### config.mk
export PLATFORM = sky130hd
export DESIGN_NAME = multicycle_cpu
export DESIGN_NICKNAME = d
export VERILOG_FILES = /design/src/rtl/multicycle_cpu.sv
export SDC_FILE = /design/constraint.sdc
export NUM_CORES = 2
export LEC_CHECK = 0
export ABC_AREA = 1
export CAP_MARGIN = 20
export CORE_UTILIZATION = 50
export CTS_CLUSTER_SIZE = 20
export DETAILED_ROUTE_END_ITERATION = 6
export PLACE_DENSITY_LB_ADDON = 0.3
export SLEW_MARGIN = 15
export SYNTH_ARGS = -nofsm -noshare
export SYNTH_HDL_FRONTEND = slang
export SYNTH_SLANG_ARGS = --single-unit
### constraint.sdc
create_clock -name clk -period 4.6 [get_ports clk]
set_input_delay 1.15 -clock clk [delete_from_list [all_inputs] [get_ports clk]]
set_output_delay 1.15 -clock clk [all_outputs]
set_load 0.05 [all_outputs]
### src/rtl/multicycle_cpu.sv
// Multi-cycle MIPS-subset core: one FSM drives a shared req/ready memory port, an internal GPR file and an ALU.
// Optional MCPU_PERF_CNT_EN adds the cycle_cnt/instret_cnt performance counter ports.
module multicycle_cpu #(
  parameter logic [31:0] RESET_PC   = 32'h0,
  parameter int          NUM_REGS   = 32,
  parameter int          ADDR_WIDTH = 32
) (
  input  logic                  clk,
  input  logic                  rst,
  output logic                  mem_req,
  output logic                  mem_we,
  output logic [ADDR_WIDTH-1:0] mem_addr,
  output logic [31:0]           mem_wdata,
  input  logic [31:0]           mem_rdata,
  input  logic                  mem_ready,
  output logic                  halt,
  output logic [31:0]           pc_out
`ifdef MCPU_PERF_CNT_EN
  ,
  output logic [31:0]           cycle_cnt,
  output logic [31:0]           instret_cnt
`endif
);

  localparam int IDX_W = (NUM_REGS > 1) ? $clog2(NUM_REGS) : 1;

  localparam logic [5:0] OP_R    = 6'h00;
  localparam logic [5:0] OP_ADDI = 6'h08;
  localparam logic [5:0] OP_LW   = 6'h23;
  localparam logic [5:0] OP_SW   = 6'h2B;
  localparam logic [5:0] OP_BEQ  = 6'h04;
  localparam logic [5:0] OP_BNE  = 6'h05;
  localparam logic [5:0] OP_J    = 6'h02;

  localparam logic [5:0] F_ADD = 6'h20;
  localparam logic [5:0] F_SUB = 6'h22;
  localparam logic [5:0] F_AND = 6'h24;
  localparam logic [5:0] F_OR  = 6'h25;
  localparam logic [5:0] F_SLT = 6'h2A;

  typedef enum logic [2:0] {
    S_FETCH,
    S_DECODE,
    S_EXEC,
    S_MEM,
    S_WB,
    S_HALT
  } state_t;

  state_t state, state_nxt;

  logic [31:0] pc;
  logic [31:0] ir;
  logic [31:0] a;
  logic [31:0] b;
  logic [31:0] alu_out;
  logic [31:0] mdr;
  logic        req_en;
  logic [31:0] regs [NUM_REGS];

  // Indices at or above NUM_REGS behave as a hard-wired zero register.
  function automatic logic idx_ok(input logic [4:0] idx);
    return (idx >> IDX_W) == 5'd0;
  endfunction

  function automatic logic [31:0] alu(input logic [5:0] fn, input logic signed [31:0] x,
                                      input logic signed [31:0] y);
    case (fn)
      F_SUB:   return x - y;
      F_AND:   return x & y;
      F_OR:    return x | y;
      F_SLT:   return (x < y) ? 32'd1 : 32'd0;
      default: return x + y;
    endcase
  endfunction

  logic [5:0]         op;
  logic [5:0]         funct;
  logic [4:0]         rs;
  logic [4:0]         rt;
  logic [4:0]         rd;
  logic signed [31:0] imm_sext;
  logic               is_r, is_addi, is_lw, is_sw, is_beq, is_bne, is_j;
  logic               funct_ok, legal;

  assign op       = ir[31:26];
  assign rs       = ir[25:21];
  assign rt       = ir[20:16];
  assign rd       = ir[15:11];
  assign funct    = ir[5:0];
  assign imm_sext = {{16{ir[15]}}, ir[15:0]};

  assign is_r     = (op == OP_R);
  assign is_addi  = (op == OP_ADDI);
  assign is_lw    = (op == OP_LW);
  assign is_sw    = (op == OP_SW);
  assign is_beq   = (op == OP_BEQ);
  assign is_bne   = (op == OP_BNE);
  assign is_j     = (op == OP_J);
  assign funct_ok = (funct == F_ADD) || (funct == F_SUB) || (funct == F_AND) ||
                    (funct == F_OR)  || (funct == F_SLT);
  assign legal    = (is_r && funct_ok) || is_addi || is_lw || is_sw || is_beq || is_bne || is_j;

  logic [31:0] rd_a, rd_b;
  logic [31:0] alu_res;
  logic [31:0] br_tgt, jump_tgt;
  logic        br_taken;

  assign rd_a = (rs != 5'd0 && idx_ok(rs)) ? regs[rs[IDX_W-1:0]] : 32'd0;
  assign rd_b = (rt != 5'd0 && idx_ok(rt)) ? regs[rt[IDX_W-1:0]] : 32'd0;

  // lw/sw reuse the adder path, so alu_res is also the effective address.
  assign alu_res  = alu(is_r ? funct : F_ADD, a, is_r ? b : imm_sext);
  assign br_taken = is_beq ? (a == b) : (a != b);
  assign br_tgt   = pc + {imm_sext[29:0], 2'b00};
  assign jump_tgt = {pc[31:28], ir[25:0], 2'b00};

  logic [4:0]  wb_idx;
  logic [31:0] wb_data;
  logic        wb_en;

  assign wb_idx  = is_r ? rd : rt;
  assign wb_data = is_lw ? mdr : alu_out;
  assign wb_en   = (state == S_WB) && (wb_idx != 5'd0) && idx_ok(wb_idx);

  logic [31:0] addr_int;

  // req_en keeps the port idle for the first cycle out of reset.
  assign mem_req   = req_en && ((state == S_FETCH) || (state == S_MEM));
  assign mem_we    = mem_req && (state == S_MEM) && is_sw;
  assign addr_int  = (state == S_MEM) ? alu_out : pc;
  assign mem_addr  = mem_req ? addr_int[ADDR_WIDTH-1:0] : '0;
  assign mem_wdata = mem_we ? b : 32'd0;
  assign halt      = (state == S_HALT);
  assign pc_out    = pc;

  always_ff @(posedge clk) begin
    if (rst) state <= S_FETCH;
    else     state <= state_nxt;
  end

  always_comb begin
    state_nxt = state;
    case (state)
      S_FETCH:  if (mem_req && mem_ready) state_nxt = S_DECODE;
      S_DECODE: state_nxt = legal ? S_EXEC : S_HALT;
      S_EXEC: begin
        if (is_lw || is_sw)        state_nxt = (alu_res[1:0] != 2'b00) ? S_HALT : S_MEM;
        else if (is_r || is_addi)  state_nxt = S_WB;
        else                       state_nxt = S_FETCH;
      end
      S_MEM:    if (mem_req && mem_ready) state_nxt = is_lw ? S_WB : S_FETCH;
      S_WB:     state_nxt = S_FETCH;
      default:  state_nxt = S_HALT;
    endcase
  end

  always_ff @(posedge clk) begin
    if (rst) begin
      pc      <= RESET_PC;
      ir      <= 32'd0;
      a       <= 32'd0;
      b       <= 32'd0;
      alu_out <= 32'd0;
      mdr     <= 32'd0;
      req_en  <= 1'b0;
    end else begin
      req_en <= 1'b1;
      case (state)
        S_FETCH: begin
          if (mem_req && mem_ready) begin
            ir <= mem_rdata;
            pc <= pc + 32'd4;
          end
        end
        S_DECODE: begin
          a <= rd_a;
          b <= rd_b;
        end
        S_EXEC: begin
          if (is_r || is_addi || is_lw || is_sw) alu_out <= alu_res;
          else if (is_j)                         pc      <= jump_tgt;
          else if (br_taken)                     pc      <= br_tgt;
        end
        S_MEM: begin
          if (mem_req && mem_ready && is_lw) mdr <= mem_rdata;
        end
        default: ;
      endcase
    end
  end

  always_ff @(posedge clk) begin
    if (rst) begin
      for (int i = 0; i < NUM_REGS; i++) regs[i] <= 32'd0;
    end else if (wb_en) begin
      regs[wb_idx[IDX_W-1:0]] <= wb_data;
    end
  end

`ifdef MCPU_PERF_CNT_EN
  logic retire;

  assign retire = ((state == S_EXEC) || (state == S_MEM) || (state == S_WB)) &&
                  (state_nxt == S_FETCH);

  always_ff @(posedge clk) begin
    if (rst) begin
      cycle_cnt   <= 32'd0;
      instret_cnt <= 32'd0;
    end else begin
      if (state != S_HALT) cycle_cnt   <= cycle_cnt + 32'd1;
      if (retire)          instret_cnt <= instret_cnt + 32'd1;
    end
  end
`else
  // Counters are not built in this configuration.
`endif

endmodule

# Yosys cells after proc, flatten, opt, wreduce, memory -nomap -nowiden

Memories as Yosys holds them, arrays and structs flattened. A register that Yosys moved wholly into a read port is not among the register bits.
Index checks and enable logic that the tools add are counted.

Add/subtract/negate cells: 4
$lt $le $gt $ge: 1
Equal/unequal tests: 28
Multiplexer cells: 38
Bitwise gates (word level): 2
Reduce and logical (&&, ||, !) cells: 36

Operators with widths:

| cell                                          | number |
|---|---|
| 2-to-1 mux 32 bit                             | 12 |
| case mux 32 bit (4 select lines)              | 1 |
| == test 6 bit, second input constant          | 11 |
| adder 32 bit                                  | 2 |
| case mux 32 bit (2 select lines)              | 1 |
| adder 32 x 3 -> 32 bit, second input constant | 1 |
| AND 32 bit                                    | 1 |
| == test 32 bit                                | 1 |
| < comparator 32 bit                           | 1 |
| inequality test 32 bit                        | 1 |
| OR 32 bit                                     | 1 |
| OR reduction 32 bit                           | 1 |
| subtractor 32 bit                             | 1 |
| 2-to-1 mux 5 bit                              | 6 |
| 2-to-1 mux 3 bit                              | 7 |
| logical OR 1 bit                              | 15 |
| case mux 3 bit (5 select lines)               | 1 |
| nonzero test 5 bit                            | 3 |
| == test 6 x 3 -> 1 bit, second input constant | 2 |
| 2-to-1 mux 1 bit                              | 9 |
| AND reduction 2 bit                           | 4 |
| logical AND 1 bit                             | 7 |
| == test 3 x 2 -> 1 bit, second input constant | 2 |
| == test 3 bit, second input constant          | 2 |
| other kinds (12)                              | 16 |

Register bits after elaboration: 196
RAM bits: 1,024
Input port bits: 35
Word-level logic and storage cells: 119
Memories kept: 1

Memories:

| name | words | bits a word | read ports | clocked after Yosys merged registers in | write ports | line | source |
|---|---|---|---|---|---|---|---|
| regs | 32    | 32          | 2          | 2                                       | 32          | 59   | `logic [31:0] regs [NUM_REGS];` |

# Longest topological paths before layout

Word-level depth: 14
Gate-level depth with buffers: 27
Depth with buffers taken out: 23

# Least setup slack after synthesis

Ideal clock, no wire load.

Path kind: register to output
From: register state[0]
To: output mem_wdata[10]
Arrival: 2,581 ps
Slack: 869 ps
Stages on the path, launching flop included: 8
Path buffers: 1
Cell sequence: dfxtp_1 inv_1 nor3_4 nand2_1 nor2_1 inv_1 clkbuf_1 nor2_1

Longest elaborated chain between the ends: 6
Elaborated cells on any way between the ends: 7
Those cells by class: eq/ne: 1; mux: 1; reduce/logical: 5

RTL lines:

| element                                                            | line     | source |
|---|---|---|
| start, declared                                                    | 50       | `state_t state, state_nxt;` |
| start signal, assigned                                             | 139      | `else state <= state_nxt;` |
| == test 3 x 2 -> 1 bit / logical NOT 3 bit (equally long branches) | 129, 130 |  |
| logical OR 1 bit                                                   | 129      | `assign mem_req = req_en && ((state == S_FETCH) \|\| (state == S_MEM));` |
| logical AND 1 bit                                                  | 129      |  |
| logical AND 1 bit (*) (2 in a row)                                 | 130      | `assign mem_we = mem_req && (state == S_MEM) && is_sw;` |
| net mem_we                                                         | 11       | `output logic mem_we,` |
| 2-to-1 mux 32 bit (*)                                              | 133      | `assign mem_wdata = mem_we ? b : 32'd0;` |
| end, declared                                                      | 13       | `output logic [31:0] mem_wdata,` |

The timed path passes the listed nets; every way through them passes the cells marked *.

# Final worst setup path

From: register state[1]
To: output mem_addr[27]

Longest elaborated chain between the ends: 4
Elaborated cells on any way between the ends: 6
Those cells by class: eq/ne: 1; mux: 2; reduce/logical: 3

RTL lines:

| element                                                            | line     | source |
|---|---|---|
| == test 3 x 2 -> 1 bit / logical NOT 3 bit (equally long branches) | 129, 131 |  |
| logical OR 1 bit                                                   | 129      |  |
| logical AND 1 bit                                                  | 129      |  |
| 2-to-1 mux 32 bit (*)                                              | 132      | `assign mem_addr = mem_req ? addr_int[ADDR_WIDTH-1:0] : '0;` |
| end, declared                                                      | 12       | `output logic [ADDR_WIDTH-1:0] mem_addr,` |

Every way passes the cells marked *; elsewhere a longest branch is shown, timed or not.

==> summary.txt <==
Layout Area Growth over Synthesis: 12.37%
Leak pwr: 27.35 nW
Slew Limit Fails: 0
First-pass GRT wire length: 423100 µm
Die height: 380.2 µm
Top post-synthesis cells by area: edfxtp_1 43%, nor2_1 7.2%, nand2_1 7.2%
Failing checks: design-rule violations
Root Buffer: clkbuf_16
Drt via density: 6.583
IO Port Bufs: 131
CP startpoint kind: flop
Required @ worst endpoint: 3450 ps
Initial antenna violation count: 15
Synthesized cell area: 0.07153 mm²
Register-to-register setup slack: 650 ps
CP Class: reg2out
Drt pass-1 iters: 7
I/O Pins: 134
DRT antenna net count: 0
Cell family with most CP delay: buffers and inverters
DR WL/cell: 29.39 µm
Most used flip-flop cell after synthesis: edfxtp_1
Mean Syn Cell Area: 8.701 µm²
CP endpoint kind: primary output
R2R Path Start: ir[28]$_SDFFE_PP0P_
Crit-path cells: inv_1 > nor3_4 > buf_4 > inv_2 > o21ai_2 > nand2_2 > a21oi_1 > buf_12
Vias in the first global route: 62620
Worst R2R Path Depth: 20
Clk slew on worst S/H paths: 60 ps
Sequential area share after synthesis: 0.4870
#FFs+latches synth: 1228
Synth area leader: edfxtp_1
Die ar.: 0.1446 mm²
Cell area power density: 450.3 mW/mm²
Final hold viol count: 0
Worst EP arrival: 3240 ps
CTS Buf Count: 138
Worst Tran Pin Value: 1157 ps
TritonCTS clock tree: done
Routability Congestion: 1.021
Hold crit path type: reg2reg
Hold Startpoint: b[10]$_SDFFE_PP0N_
Top cell type's share of synthesized area: 0.4299
Total routed wirelength: 297200 µm
Slew headroom: 0.2280
CTS sink cnt: 1228
Cts hold-fix bufs: 0
TNS Setup: 0 ps
GRT Residual Overflow: 0
Detailed Place HPWL: 191900 µm
Hold path endpoint: b[10]$_SDFFE_PP0N_
Latest clock arrival within the worst-skew pair: 800 ps
Chip width: 380.2 µm
Mapped Cells: 8221
Iteration-0 DRC Markers: 10400
Initial core utilization: 0.5046
Fmax: 0.2279 GHz
Slowest cell on crit path: dfxtp_1
Yosys cell types: 59
EDFF count, synth: 1024
Layout cell share with drive strength beyond 1: 0.1132
Post-synth ARST share: 0
Fillers: 12560
Skew final: 28.43 ps
Final min period: 4387 ps
Outcome: finished with violations
Final net count: 8276
Syn. warnings: 0
CTS H-tree lvls: 4
Endpoints failing setup: 0
Largest net degree at the start of global routing: 151
Peak supply drop: 0.4713 mV
RSZ-0062 raised after global routing: false
FP Rows: 138
Multi-input logic area: 0.03269 mm²
Residual DRC: 2
Core Region: 0.1418 mm²
Largest stage delay, worst path: 410 ps
Crit Path Max Fanout: 32
Via count: 66560
WHS Path Cells: 2
Fin crit share: 0.9538
WHS: 472.0 ps
Max cap viols: 0
Clock buffer depth: 3
GRT Resource Usage Total: 0.3973
Critical path buffer and inverter count: 4
RR Endpoint: alu_out[15]$_SDFFE_PP0P_
Reg area: 0.03487 mm²
tightest hold or removal path: stages (launching register included):
cell     delay (ps)
dfxtp_1         310
nand2_1          60
a21oi_1          60
cells by family (layout without fill, tap and decap cells):
kind of cell             Yosys count  after routing  share of synthesized area
AO/OA/AOI/OAI                   1982           1982                     0.1781
multiplexers                     281            281                    0.03932
AND/OR/NAND/NOR                 3418           3418                     0.1991
adder cells (fa/ha/maj)          130            130                    0.02305
XOR/XNOR                          71             71                   0.008693
flip-flops                      1228           1228                     0.4870
other                              1             38                 0.00005242
buffers and inverters           1110           1073                    0.06470
routing by layer:
metal / vias up / wire length, µm / track usage
li1: 28760 / - / -
met1: 31950 / 110000 / 0.5119
met2: 4894 / 127600 / 0.5889
met3: 942 / 37910 / 0.1052
met4: 10 / 21630 / 0.2607
met5: - / 62 / 0
flip-flops by register name (all words and copies together) (netlist names), named ones only:
name,count
regs,1024
a,32
alu_out,32
b,32
ir,32
mdr,32
pc_out,30
state,3
req_en,1
cells in the mapped netlist (all sizes together), types with 204 or more instances:
cell / n
clkbuf: 583
o21ai: 565
o221ai: 259
a21oi: 554
mux2i: 281
nor2: 1606
nand2: 1390
inv: 381
dfxtp: 204
a32oi: 256
nand3: 314
edfxtp: 1024
o211ai: 266
repair_timing:
action	CTS	global route
gates resized for setup	1	0
buffers inserted	0	0
setup endpoints to repair	30	0
hold endpoints to repair	0	0
through the flow:
stage	worst slack [ps]	instances	power [mW]	cell area [µm²]	utilization
after floorplan	868.8	8254	19.95	71660	-
after global placement	678.5	9860	24.77	75970	0.5359
after detailed placement	705.8	9860	24.88	75970	0.5359
after CTS	254.4	10110	35.64	80340	0.5667
after global routing	3.263	10110	37.20	80380	0.5670
final	212.7	10110	36.20	80380	0.5670
how the worst max path moves through the flow:
| stage | startpoint | end | slack, ps | cells after the start |
|---|---|---|---|---|
| after floorplan | state[0]$_SDFFE_PP0P_ | mem_wdata[10] | 870 | 7 |
| after global placement | ir[28]$_SDFFE_PP0P_ | alu_out[31]$_SDFFE_PP0P_ | 680 | 20 |
| after detailed placement | rst | regs[30][15]$_SDFFCE_PN0P_ | 710 | 7 |
| after CTS | state[1]$_SDFFE_PP0P_ | mem_addr[27] | 250 | 8 |
| after global routing | state[1]$_SDFFE_PP0P_ | mem_addr[23] | 3 | 8 |
| final | state[1]$_SDFFE_PP0P_ | mem_addr[27] | 210 | 8 |
cell usage in the layout (no fill, tap or decap), drive strengths merged, types with 5 or more instances in the layout:
cell type | Yosys | final
nor2 | 1606 | 1606
nand2 | 1390 | 1390
edfxtp | 1024 | 1024
o21ai | 565 | 565
a21oi | 554 | 554
inv | 381 | 392
buf | 142 | 375
nand3 | 314 | 314
mux2i | 281 | 281
o211ai | 266 | 266
o221ai | 259 | 259
a32oi | 256 | 256
dfxtp | 204 | 204
clkbuf | 583 | 173
ha | 127 | 127
clkdlybuf4s50 | 0 | 67
clkinv | 4 | 58
nor3 | 53 | 53
xor2 | 48 | 48
nand4 | 37 | 37
conb | 1 | 34
o21bai | 26 | 26
xnor2 | 23 | 23
o22ai | 15 | 15
a31oi | 9 | 9
a21boi | 8 | 8
bufinv | 0 | 6
or2 | 6 | 6
nand3b | 5 | 5
a21o | 5 | 5
o21a | 5 | 5
final cells by class:
type	count	area share
inverters	385	0.01820
well taps	1890	0.02942
clock inverters	73	0.007939
flip-flops and latches	1228	0.4338
repair buffers	442	0.05747
diodes	4	0.0001245
multi-input cells	5916	0.4067
clock buffers	173	0.04639
power breakdown:
group / leakage [nW] / switching, mW / total, mW / internal (mW)
logic: 13.0 / 8.51 / 12.0 / 3.47
clock network: 2.14 / 4.83 / 10.9 / 6.12
registers: 12.2 / 0.732 / 13.3 / 12.5
total: 27.3 / 14.1 / 36.2 / 22.1
Note: power is estimated with default switching activity, not from simulation.
